## config.mk

```make
export PLATFORM = sky130hd
export DESIGN_NAME = pipeline_hazard_ctrl
export DESIGN_NICKNAME = d
export VERILOG_FILES = /design/src/rtl/pipeline_hazard_ctrl.sv
export SDC_FILE = /design/constraint.sdc
export NUM_CORES = 1
export LEC_CHECK = 0
export CAP_MARGIN = 20
export CORE_MARGIN = 5
export CORE_UTILIZATION = 49
export CTS_BUF_LIST = sky130_fd_sc_hd__clkbuf_8
export DETAILED_ROUTE_END_ITERATION = 6
export MAX_ROUTING_LAYER = met4
export PLACE_DENSITY_LB_ADDON = 0.05
export SYNTH_ARGS = -nofsm -noshare
export SYNTH_HDL_FRONTEND = slang
export SYNTH_SLANG_ARGS = --single-unit
```

## constraint.sdc

```tcl
create_clock -name clk -period 2.7 [get_ports clk]
set_input_delay 0.54 -clock clk [delete_from_list [all_inputs] [get_ports clk]]
set_output_delay 0.54 -clock clk [all_outputs]
set_load 0.05 [all_outputs]
```

## src/rtl/pipeline_hazard_ctrl.sv

```systemverilog
`default_nettype none
// ============================================================================
//  Module   : pipeline_hazard_ctrl
//  Brief    : Stall/flush sequencer for the five-stage pipeline: load-use,
//             branch redirect, fixed-latency MDU freeze and dmem stalls.
//  Revision : 1.0  initial release
// ============================================================================
module pipeline_hazard_ctrl #(
   parameter int MDU_LAT = 4
) (
   input  logic        clk,
   input  logic        reset,
   input  logic [4:0]  rs1_ID,
   input  logic [4:0]  rs2_ID,
   input  logic        rs1_used_ID,
   input  logic        rs2_used_ID,
   input  logic [4:0]  rd_EX,
   input  logic        memread_EX,
   input  logic        branch_taken_EX,
   input  logic        mdu_start_EX,
   input  logic        dmem_stall,
   input  logic        perf_clr,
   output logic        pc_write,
   output logic        stall_IF_ID,
   output logic        stall_ID_EX,
   output logic        stall_EX_MEM,
   output logic        flush_IF_ID,
   output logic        flush_ID_EX,
   output logic        flush_EX_MEM,
   output logic        mdu_busy,
   output logic        mdu_done,
   output logic [31:0] stall_cycles
);

   localparam logic [0:0] c_RUN      = 1'b0;
   localparam logic [0:0] c_MDU_WAIT = 1'b1;
   localparam logic [3:0] c_CNT_INIT = 4'(MDU_LAT - 1);

   logic [0:0]  r_state;
   logic [0:0]  w_state_nxt;
   logic [3:0]  r_cnt;
   logic [3:0]  w_cnt_nxt;
   logic [31:0] r_stall_cycles;
   logic        w_load_use;

   assign w_load_use = memread_EX && (rd_EX != 5'd0) &&
                       ((rs1_used_ID && (rs1_ID == rd_EX)) ||
                        (rs2_used_ID && (rs2_ID == rd_EX)));

   // Priority chain; reset forces a bubble into every register.
   always_comb begin
      pc_write     = 1'b0;
      stall_IF_ID  = 1'b0;
      stall_ID_EX  = 1'b0;
      stall_EX_MEM = 1'b0;
      flush_IF_ID  = 1'b0;
      flush_ID_EX  = 1'b0;
      flush_EX_MEM = 1'b0;
      mdu_done     = 1'b0;
      w_state_nxt  = r_state;
      w_cnt_nxt    = r_cnt;

      if (reset) begin
         flush_IF_ID  = 1'b1;
         flush_ID_EX  = 1'b1;
         flush_EX_MEM = 1'b1;
      end else if (dmem_stall) begin
         stall_IF_ID  = 1'b1;
         stall_ID_EX  = 1'b1;
         stall_EX_MEM = 1'b1;
      end else if (r_state == c_MDU_WAIT) begin
         stall_IF_ID  = 1'b1;
         stall_ID_EX  = 1'b1;
         flush_EX_MEM = 1'b1;
         w_cnt_nxt    = r_cnt - 4'd1;
         if (r_cnt == 4'd1) begin
            mdu_done    = 1'b1;
            w_state_nxt = c_RUN;
         end
      end else if (branch_taken_EX) begin
         pc_write    = 1'b1;
         flush_IF_ID = 1'b1;
         flush_ID_EX = 1'b1;
      end else if (mdu_start_EX) begin
         stall_IF_ID  = 1'b1;
         stall_ID_EX  = 1'b1;
         flush_EX_MEM = 1'b1;
         w_cnt_nxt    = c_CNT_INIT;
         w_state_nxt  = c_MDU_WAIT;
      end else if (w_load_use) begin
         stall_IF_ID = 1'b1;
         flush_ID_EX = 1'b1;
      end else begin
         pc_write = 1'b1;
      end
   end

   always_ff @(posedge clk or posedge reset) begin
      if (reset) begin
         r_state <= c_RUN;
         r_cnt   <= 4'd0;
      end else begin
         r_state <= w_state_nxt;
         r_cnt   <= w_cnt_nxt;
      end
   end

   always_ff @(posedge clk or posedge reset) begin
      if (reset) begin
         r_stall_cycles <= 32'd0;
      end else if (perf_clr) begin
         r_stall_cycles <= 32'd0;
      end else if (!pc_write) begin
         r_stall_cycles <= r_stall_cycles + 32'd1;
      end
   end

   assign mdu_busy     = (r_state == c_MDU_WAIT) && !reset;
   assign stall_cycles = r_stall_cycles;

endmodule
`default_nettype wire

```

Yosys cells after proc, flatten, opt, wreduce, memory -nomap -nowiden
Cells that the tools add are included.
{"block": "word_totals", "ff_bits": 37, "inputBits": 24, "wordCells": 64}
{"block": "classes", "addsub": 2, "eq_ne": 5, "mux": 41, "bitwise": 2, "n_reduce_logical": 11}
{"op": "32-bit two-way mux", "n": 2}
{"op": "1-bit two-way mux", "n": 36}
{"op": "32-bit by 1-bit adder with 32-bit output, second input constant", "n": 1}
{"op": "4-bit two-way mux", "n": 3}
{"op": "5-bit equality test", "n": 2}
{"op": "1-bit logical AND", "n": 5}
{"op": "5-bit nonzero test", "n": 1}
{"op": "4-bit by 1-bit equality test with 1-bit output, second input constant", "n": 1}
{"op": "4-bit AND reduction", "n": 1}
{"op": "4-bit by 1-bit subtractor with 4-bit output, second input constant", "n": 1}
{"op": "2-bit by 1-bit inequality test with 1-bit output, second input constant", "n": 1}
{"op": "2-bit inequality test, second input constant", "n": 1}
{"op": "1-bit NOT", "n": 2}
{"op": "2-bit AND reduction", "n": 1}
{"op": "2-bit nonzero test", "n": 1}
{"op": "1-bit zero test", "n": 1}
{"op": "1-bit logical OR", "n": 1}

Logic depth before layout (Yosys ltp)
{"block": "logic_depth", "ltp_word": 12, "ltp_mapped": 9}

Least setup slack after synthesis
Ideal clock, no wire load.
{"block": "synth_path", "path_type": "input to output", "start": "input port reset", "end": "output port flush_ID_EX", "arrival_ns": 3.497, "required_time_ns": 2.160, "slack_ns": -1.337, "cell_stages": 5, "path_cell_list": "clkbuf_1 -> inv_1 -> nand2_1 -> nor2_1 -> a21oi_1"}
{"block": "synth_via", "elab_chain_cells": 1}
{"item": "start: declaration", "line": "12", "rtl": "input logic reset,"}
{"item": "1-bit two-way mux", "line": "63", "rtl": "if (reset) begin"}
{"item": "end: declaration", "line": "28", "rtl": "output logic flush_ID_EX,"}
No other way between the ends.

Worst setup path in the final report
{"block": "layout_path", "start": "input port rd_EX[4]", "end": "output port pc_write"}
{"block": "layout_via", "elab_chain_cells": 10}
{"item": "start: declaration", "line": "17", "rtl": "input logic [4:0] rd_EX,"}
{"item": "5-bit equality test, on equally long branches", "line": "47, 48"}
{"item": "1-bit logical AND, on equally long branches", "line": "47, 48"}
{"item": "1-bit logical OR", "line": "47", "rtl": "((rs1_used_ID && (rs1_ID == rd_EX)) ||"}
{"item": "1-bit logical AND (*)", "line": "46", "rtl": "assign w_load_use = memread_EX && (rd_EX != 5'd0) &&"}
{"item": "1-bit two-way mux (*)", "line": "90", "rtl": "end else if (w_load_use) begin"}
{"item": "1-bit two-way mux (*)", "line": "84", "rtl": "end else if (mdu_start_EX) begin"}
{"item": "1-bit two-way mux (*)", "line": "80", "rtl": "end else if (branch_taken_EX) begin"}
{"item": "1-bit two-way mux (*)", "line": "71", "rtl": "end else if (r_state == c_MDU_WAIT) begin"}
{"item": "1-bit two-way mux (*)", "line": "67", "rtl": "end else if (dmem_stall) begin"}
{"item": "1-bit two-way mux (*)", "line": "63"}
{"item": "end: declaration", "line": "23", "rtl": "output logic pc_write,"}
Mark *: on every way between the ends. The rest lies on a longest branch, timed or not.

==> metrics <==
buffers and inverters on the worst path=2; antenna-violating nets left=0; die area=0.006011 mm2; Synth Register Bits=37; LEAKAGE=1.307 nW; hold_ws=0.5275 ns; gr usage total=19.84%; Distinct cells, synth=38; critical path endpoint category=output port; Seq/Total Area, Yosys=41.43%; CTS tree=yes; max cap viols=0; First-pass DRT Iterations=4; Area contributors post-synth=dfrtp_1 41%, a21oi_1 7.2%, or3_1 5.0%; min-delay worst type=register to register; Peak VDD IR=0.0002752 V; setup_tns=0 ns; fin nets=361; crit path DAT=2.06 ns; worst setup path category=primary input to output port; Starting Density=50.97%; setup ws final=0.1038 ns; core area=0.004384 mm2; H-tree Lvls=2; 1st-iter DRT viols=110; share of layout cells above drive strength 1=13.43%; Layout Utilization=74.83%; # diodes=0; Final period util=96.16%; Avg WL per Cell=14.88 um; row cnt=24; most frequent cells in the layout=52 x clkdlybuf4s50_1, 37 x dfrtp_1, 30 x a21oi_1, 18 x or3_1, 17 x buf_4; CP delay by family, top=buffers and inverters; unrepaired setup endpoints after global routing=false; routed wire length=5.757 mm; CP Max Fanout=3; # clock sinks=37; Num CTS Buffers=5; clk slew on worst S/H paths=0.07 ns; Setup crit start kind=primary input; status=finished clean; Slew HR=64.57%; number of global-route vias before repair=2085; largest net degree at the start of global routing=39; GRT overflow=0; Most used DFF post-synth=dfrtp_1; f_max=385.2 MHz; top cell type's share of synthesized area=41.43%; Post-synth EDFFs=0; Mapped Nets=286; Ys Warns=0; Syn Inst Count=259; GP Congestion=0.7829; Remaining DRCs=0; Post-Syn Area=0.002235 mm2; endpoints failing setup=0; CP max stage cell=clkdlybuf4s50_1; min cycle time layout=2.596 ns; Non-Filler Instances=387; commonest non-fill, non-tap cell in the layout=clkdlybuf4s50_1; Setup WS pre-CTS=-0.08883 ns; final-report hold violation count=0; CTS Buffer Depth=2; antenna violations before repair=0; Clock Skew=0.002686 ns; Post-synth ARST share=100.0%; DIE HEIGHT=77.53 um; dpl cells=378; number of I/O port buffers=64; CP required=2.16 ns; CTS Root Cell=clkbuf_8; worst skew pair latency=0.29 ns; Area Growth Syn to Fin=46.81%; PD cells=455.7 mW/mm2; IO Count=65; Worst Tran Pin Value=0.5298 ns; HPWL Detailed=4.354 mm; max-slew violation count=0; Via-to-Cell Ratio=5.752; CTS Hold Buffers Added=0; global-route wire length before repair=9.653 mm; CP Cell Sequence=clkdlybuf4s50_1 -> or4_4 -> o21ai_2 -> nor2_1 -> a21oi_4 -> buf_12; Synth area leader=dfrtp_1; slowest stage delay, CP=0.46 ns; Die W=77.53 um; Vias=2226; syn avg cell area=8.628 um2
[worst reg2reg max path, stage by stage, from the launching register on]
cell and delay, ns:
dfrtp_1 0.41, ha_1 0.21, and2_1 0.14, and2_1 0.19, and2_1 0.24, nand2_1 0.25, or4b_1 0.55, a21oi_1 0.18
[metrics by stage]
stage | total power, W | cell area [um2]
after floorplan | 0.0008525 | 2281
final | 0.001495 | 3281
after global routing | 0.001576 | 3281
after detailed placement | 0.001008 | 3128
after CTS | 0.001505 | 3258
after global placement | 0.0009960 | 3128
[final cells by class]
cell class	instances	area (um2)
Inverter	9	37.54
Tap cell	52	65.06
Fill cell	353	1104
Clock buffer	6	82.58
Multi-Input combinational cell	199	1259
Timing Repair Buffer	82	877.1
Clock inverter	2	33.78
Sequential cell	37	925.9
[where the power goes]
group	total, W	internal (W)	switching, W
Sequential	0.000623	0.000588	0.0000348
Clock	0.000495	0.000297	0.000198
Combinational	0.000377	0.000169	0.000208
[Yosys cell counts (2+ instances only)]
| cell | n |
|---|---|
| dfrtp_1 | 37 |
| a21oi_1 | 32 |
| or3_1 | 18 |
| nand2_1 | 17 |
| o21ai_1 | 17 |
| nor2_1 | 14 |
| nand3_1 | 11 |
| nand4_1 | 11 |
| or4_1 | 10 |
| xnor2_1 | 10 |
| inv_1 | 9 |
| o31ai_1 | 8 |
| and2_1 | 7 |
| and3_1 | 7 |
| clkbuf_1 | 7 |
| nor3_1 | 6 |
| o21ai_0 | 5 |
| buf_2 | 4 |
| ha_1 | 3 |
| nor2b_1 | 3 |
| and4_1 | 2 |
| mux2i_1 | 2 |
| nor3b_1 | 2 |
| o22ai_1 | 2 |
| xor2_1 | 2 |
[sequential cells by signal (all words and copies together), names as in the netlist]
signal	flops
r_state	1
r_cnt	4
stall_cycles	32
[timing repair]
| item | 4_1_cts | 5_1_grt |
|---|---|---|
| setup buffers | 1 | 0 |
| pin swaps | 1 | 3 |
| resized for setup | 2 | 6 |
| endpoints found under the setup margin | 3 | 3 |
[per-layer routing]
metal	wire [um]	share of wire (%)	vias to the layer above	global-route usage, %
met5	0	0	-	-
met4	85	1.5	0	5.842
met3	445	7.7	9	5.903
met2	2715	47	73	30.98
met1	2511	44	1034	24.96
li1	-	-	1110	-
[worst paths after layout]
kind | cells past startpoint | slack, ns | start | end
setup / recovery | 6 | 0.10 | rd_EX[4] | pc_write
hold / removal | 1 | 0.53 | r_cnt[0]$_DFFE_PP0P_ | r_cnt[0]$_DFFE_PP0P_
setup reg to reg | 7 | 0.46 | stall_cycles[0]$_DFFE_PP0P_ | stall_cycles[22]$_DFFE_PP0P_
hold reg to reg | 1 | 0.53 | r_cnt[0]$_DFFE_PP0P_ | r_cnt[0]$_DFFE_PP0P_
max in group asynchronous | 4 | 1.51 | reset | stall_cycles[27]$_DFFE_PP0P_
min in group asynchronous | 4 | 0.83 | reset | r_cnt[3]$_DFFE_PP0P_
[cell families (layout without fill, tap and decap cells)]
logic type,Yosys count,count (layout),synth area share (%)
fa+ha+maj,3,3,1.680
simple gates,111,111,27.88
flops,37,37,41.43
compound gates,70,70,17.81
buf+inv,23,99,5.095
xor+xnor,12,12,4.703
mux,3,3,1.400
(Power assumes the default switching activity.)
